[config.mk]
export PLATFORM = sky130hd
export DESIGN_NAME = rom_read_arbiter
export DESIGN_NICKNAME = d
export VERILOG_FILES = /design/src/rtl/rom_arb_pkg.sv /design/src/rtl/rr_arbiter2.sv /design/src/rtl/rom_read_arbiter.sv
export SDC_FILE = /design/constraint.sdc
export NUM_CORES = 1
export LEC_CHECK = 0
export BUFFER_PORTS_ARGS = -buffer_cell sky130_fd_sc_hd__buf_2
export CAP_MARGIN = 30
export CORE_MARGIN = 1.5
export CORE_UTILIZATION = 35
export DETAILED_ROUTE_END_ITERATION = 8
export GPL_TIMING_DRIVEN = 0
export MAX_ROUTING_LAYER = met4
export PLACE_DENSITY = 0.77
export SYNTH_ARGS = -nofsm -noshare
export SYNTH_HDL_FRONTEND = slang
export SYNTH_SLANG_ARGS = --single-unit
export TNS_END_PERCENT = 5
[constraint.sdc]
create_clock -name clock -period 1.1 [get_ports clock]
set_input_delay 0.055 -clock clock [delete_from_list [all_inputs] [get_ports clock]]
set_output_delay 0.055 -clock clock [all_outputs]
set_load 0.1 [all_outputs]
[src/rtl/rom_arb_pkg.sv]
// Shared types for the ROM read arbiter.
//   req_id_t    : requester identifier (0 = instruction fetch, 1 = data/constant load)
//   rsp_meta_t  : bookkeeping captured at issue and presented with the response
package rom_arb_pkg;

    typedef logic [0:0] req_id_t;

    localparam req_id_t REQ_FETCH = 1'b0;
    localparam req_id_t REQ_LOAD  = 1'b1;

    typedef struct packed {
        req_id_t id;
        logic    err;
    } rsp_meta_t;

endpackage

[src/rtl/rr_arbiter2.sv]
// Two-way round-robin arbiter with an issue enable.
// Ports:
//   clock, rst : clock and synchronous active-high reset
//   valid[1:0] : per-requester pending request
//   enable     : grants allowed this cycle
//   gnt[1:0]   : combinational one-hot (or zero) grant
// rr_last remembers the most recently granted requester; on a conflict the
// other one wins. Reset value 1 makes requester 0 win the first conflict.
module rr_arbiter2
    import rom_arb_pkg::*;
(
    input  logic       clock,
    input  logic       rst,
    input  logic [1:0] valid,
    input  logic       enable,
    output logic [1:0] gnt
);

    logic rr_last_q;
    logic rr_last_d;

    // Last-granted register
    always_ff @(posedge clock) begin
        if (rst) begin
            rr_last_q <= 1'b1;
        end else begin
            rr_last_q <= rr_last_d;
        end
    end

    // Grant selection; rr_last only moves when a grant is actually given
    always_comb begin
        gnt       = 2'b00;
        rr_last_d = rr_last_q;
        if (enable && !rst) begin
            case (valid)
                2'b01:   gnt = 2'b01;
                2'b10:   gnt = 2'b10;
                2'b11:   gnt = rr_last_q ? 2'b01 : 2'b10;
                default: gnt = 2'b00;
            endcase
            if (gnt != 2'b00) begin
                rr_last_d = gnt[1];
            end
        end
    end

endmodule

[src/rtl/rom_read_arbiter.sv]
// Shares one synchronous-read ROM (1-cycle address->q latency) between an
// instruction-fetch requester (0) and a data/constant-load requester (1).
// Ports:
//   clock, rst              : clock, synchronous active-high reset
//   req{0,1}_valid/_addr    : request side, held until the matching gnt
//   req{0,1}_gnt            : combinational grant, at most one per cycle
//   rom_address / rom_q     : ROM address out, ROM data in (next cycle)
//   rsp_valid/_id/_data/_err: one response per grant, in grant order
//   rsp_ready               : consumer backpressure
module rom_read_arbiter
    import rom_arb_pkg::*;
#(
    parameter int unsigned INSTR_WIDTH        = 32,
    parameter int unsigned ADDR_WIDTH         = 10,
    parameter int unsigned ROM_REGISTER_COUNT = 1024
) (
    input  logic                   clock,
    input  logic                   rst,
    input  logic                   req0_valid,
    input  logic [ADDR_WIDTH-1:0]  req0_addr,
    output logic                   req0_gnt,
    input  logic                   req1_valid,
    input  logic [ADDR_WIDTH-1:0]  req1_addr,
    output logic                   req1_gnt,
    output logic [ADDR_WIDTH-1:0]  rom_address,
    input  logic [INSTR_WIDTH-1:0] rom_q,
    output logic                   rsp_valid,
    output logic                   rsp_id,
    output logic [INSTR_WIDTH-1:0] rsp_data,
    output logic                   rsp_err,
    input  logic                   rsp_ready
);

    localparam int unsigned CMP_W = 64;

    logic                  can_issue;
    logic                  issue;
    logic [1:0]            gnt;
    logic [ADDR_WIDTH-1:0] sel_addr;
    rsp_meta_t             sel_meta;

    logic [ADDR_WIDTH-1:0] addr_hold_q;
    logic [ADDR_WIDTH-1:0] addr_hold_d;
    logic                  rsp_valid_q;
    logic                  rsp_valid_d;
    rsp_meta_t             meta_q;
    rsp_meta_t             meta_d;

    // A new read may start when the response slot is empty or draining now
    assign can_issue = !rsp_valid_q || rsp_ready;

    rr_arbiter2 u_arb (
        .clock  (clock),
        .rst    (rst),
        .valid  ({req1_valid, req0_valid}),
        .enable (can_issue),
        .gnt    (gnt)
    );

    assign req0_gnt = gnt[0];
    assign req1_gnt = gnt[1];
    assign issue    = gnt[0] || gnt[1];

    // Granted request; range check is zero-extended, no address wrap
    always_comb begin
        sel_addr     = gnt[1] ? req1_addr : req0_addr;
        sel_meta.id  = gnt[1] ? REQ_LOAD : REQ_FETCH;
        sel_meta.err = CMP_W'(sel_addr) >= CMP_W'(ROM_REGISTER_COUNT);
    end

    // Replaying the held address keeps rom_q stable while a response stalls
    assign rom_address = issue ? sel_addr : addr_hold_q;

    // Next-state for the response slot
    always_comb begin
        addr_hold_d = addr_hold_q;
        meta_d      = meta_q;
        rsp_valid_d = rsp_valid_q;
        if (issue) begin
            addr_hold_d = sel_addr;
            meta_d      = sel_meta;
            rsp_valid_d = 1'b1;
        end else if (rsp_valid_q && rsp_ready) begin
            rsp_valid_d = 1'b0;
        end
    end

    // Response slot registers; reset drops any in-flight response
    always_ff @(posedge clock) begin
        if (rst) begin
            addr_hold_q <= '0;
            meta_q      <= '0;
            rsp_valid_q <= 1'b0;
        end else begin
            addr_hold_q <= addr_hold_d;
            meta_q      <= meta_d;
            rsp_valid_q <= rsp_valid_d;
        end
    end

    // Response fields forced to zero when idle; data masked on range error
    assign rsp_valid = rsp_valid_q;
    assign rsp_id    = rsp_valid_q ? meta_q.id : 1'b0;
    assign rsp_err   = rsp_valid_q ? meta_q.err : 1'b0;
    assign rsp_data  = (rsp_valid_q && !meta_q.err) ? rom_q : '0;

endmodule

==> out/qor.txt <==
Status: finished with violations
Violated checks: setup timing
Vias in the first global route: 1,579
Fmax: 573 MHz
Crit. End Element: output port
Htree depth: 1
Cell Pwr Density: 1070 mW/mm2
Initial core utilization: 36.8%
Die height: 62.4 um
Syn Area/Cell: 9.73 um2
Req. time, crit path: 1040 ps
Critical path class: register to output port
Worst skew pair latency: 290 ps
Final worst path period share: 159%
Area grow syn2layout: 132%
Hpwl dp: 3.19 mm
Area contributors post-synth: dfxtp_1, and2_1, o31ai_4
Initial antenna violation count: 0
DR iter-0 viols: 136
Worst Hold Class: input port to register
Die ar.: 0.00390 mm2
Count of standard-cell rows: 21
RSZ-0062 raised after global routing: true
Routability congestion estimate: 0.799
Max cap viols: 0
CTS root buf: clkbuf_4
Worst path arrival time: 1690 ps
Post-Synthesis Cell Area: 0.00124 mm2
Final setup margin: -644 ps
Hold_buf cts: 0
Gr ovfl total: 0
Antenna diodes: 0
TritonRoute pass-1 iters: 4
Largest net degree at the start of global routing: 11
Cell variety after synth: 26
Die X: 62.4 um
Share of layout cells above drive strength 1: 84.1%
Endpoints failing setup: 58
DRC: 0
Total GRT Usage: 29.2%
Worst vdd ir: 0.000787 V
Buffers added on ports: 102
Final Slew Violations: 0
Via density: 5.65
Skew final: 11.7 ps
Io pins: 104
Util after Layout: 85.3%
CTS tree: built
Commonest cells in the netlist: and2_1, a31oi_1, dfxtp_1
Clk pin slew, worst setup/hold paths: 100 ps
Clk buf depth: 2
Yosys top cell area share: 21.1%
Gate Count Post-Synth: 127
Core area: 0.00336 mm2
Design Power: 3.07 mW
Fin. Hold Viols: 0
Via count: 1,651
Area leader, netlist: dfxtp_1
Most common cell in the netlist: and2_1
Clk sinks: 13
Synth async-reset ratio: 0%
Syn Nets: 184
Clock buffer count from CTS: 3
Worst setup SP type: register
EDFF count, synth: 0
Worst hold slack: 86.6 ps
Final wirelength: 6.20 mm
Final Net Count: 304
Yosys reg bits: 13
First-pass GRT wire length: 8.62 mm
Yosys warns: 0
Sequential element share of the synthesized area: 21.1%
Tmin final: 1740 ps
Crit Path Max Fanout: 6
Post-DRT Antenna Nets: 0
Layout fillers: 179
Routed WL per cell: 21.2 um
Top_reg_cell synth: dfxtp_1
Leakage: 1.18 nW
-- metrics by stage --
step / instances / cell area [um2] / setup slack, ps / setup TNS [ps]
5_1_grt: 292 / 2870 / -714 / -20330
2_1_floorplan: 127 / 1380 / -1080 / -29560
3_5_place_dp: 275 / 1940 / -537 / -12710
4_1_cts: 282 / 2680 / -610 / -13930
6_report: 292 / 2870 / -644 / -17900
3_3_place_gp: 275 / 1940 / -534 / -12040
-- cell families (layout without fill, tap and decap cells) --
family | Yosys count | count (layout) | share of synthesized area, %
flops | 13 | 13 | 21.1
buf+inv | 18 | 137 | 9.31
simple gates | 49 | 49 | 25.6
compound gates | 46 | 46 | 43.7
other cells | 1 | 1 | 0.303
-- per-layer routing --
layer,vias to the layer above,GRT usage [%],routed length (um)
met3,26,5.41,354
met1,813,31.1,2070
li1,730,-,-
met2,82,54.0,3480
met5,-,-,0
met4,0,10.0,297
-- critical path, stage by stage (launching register included) --
cell and delay, ps:
dfxtp_4 390, and2b_4 210, o31ai_1 410, a31oi_2 170, buf_6 210
-- final timing paths --
check	cells past startpoint	from	end	slack, ps
max	4	rsp_valid$_SDFFE_PP0P_	rom_address[9]	-640
min	3	req0_addr[6]	addr_hold_q[6]$_SDFF_PP0_	90
max reg2reg	7	rsp_valid$_SDFFE_PP0P_	addr_hold_q[8]$_SDFF_PP0_	-560
min reg2reg	2	meta_q[1]$_SDFFE_PP0P_	meta_q[1]$_SDFFE_PP0P_	490
-- registers in the layout, summed over array words and instances (netlist names) --
name / count
addr_hold_q: 10
meta_q: 1
rsp_valid: 1
u_arb.rr_last_q: 1
-- cells in the final DEF (no fill, tap or decap), drive strengths merged --
| master | count |
|---|---|
| o221ai | 1 |
| and3 | 1 |
| o21a | 1 |
| a31oi | 20 |
| inv | 3 |
| nor3 | 1 |
| o31ai | 10 |
| and2b | 1 |
| buf | 128 |
| or2 | 1 |
| a311oi | 10 |
| nand2b | 1 |
| a2111oi | 1 |
| conb | 1 |
| a21bo | 1 |
| clkbuf | 6 |
| and2 | 33 |
| nand4 | 10 |
| dfxtp | 13 |
| nand2 | 1 |
| a21boi | 1 |
| o21bai | 1 |
-- layout make-up --
type | count | area (um2) | area share (%)
well taps | 46 | 57.6 | 2.01
plain buffers | 15 | 153 | 5.32
clock buffers | 4 | 26.3 | 0.916
flip-flops and latches | 13 | 265 | 9.25
multi-input cells | 96 | 1120 | 39.2
inverters | 3 | 11.3 | 0.392
repair buffers | 115 | 1230 | 42.9
-- power by group --
| part | leakage (nW) | internal (mW) | switching [mW] |
|---|---|---|---|
| combinational | 1.06 | 0.795 | 1.41 |
| sequential | 0.108 | 0.509 | 0.0260 |
| clock | 0.0150 | 0.141 | 0.190 |
| total | 1.18 | 1.44 | 1.63 |
-- timing repair --
action / 4_1_cts / 5_1_grt
pin swaps: 6 / 15
resized for setup: 197 / 28
buffers inserted: 3 / 10
setup endpoints to repair: 58 / 58
Power figures use the tool's default switching activity.
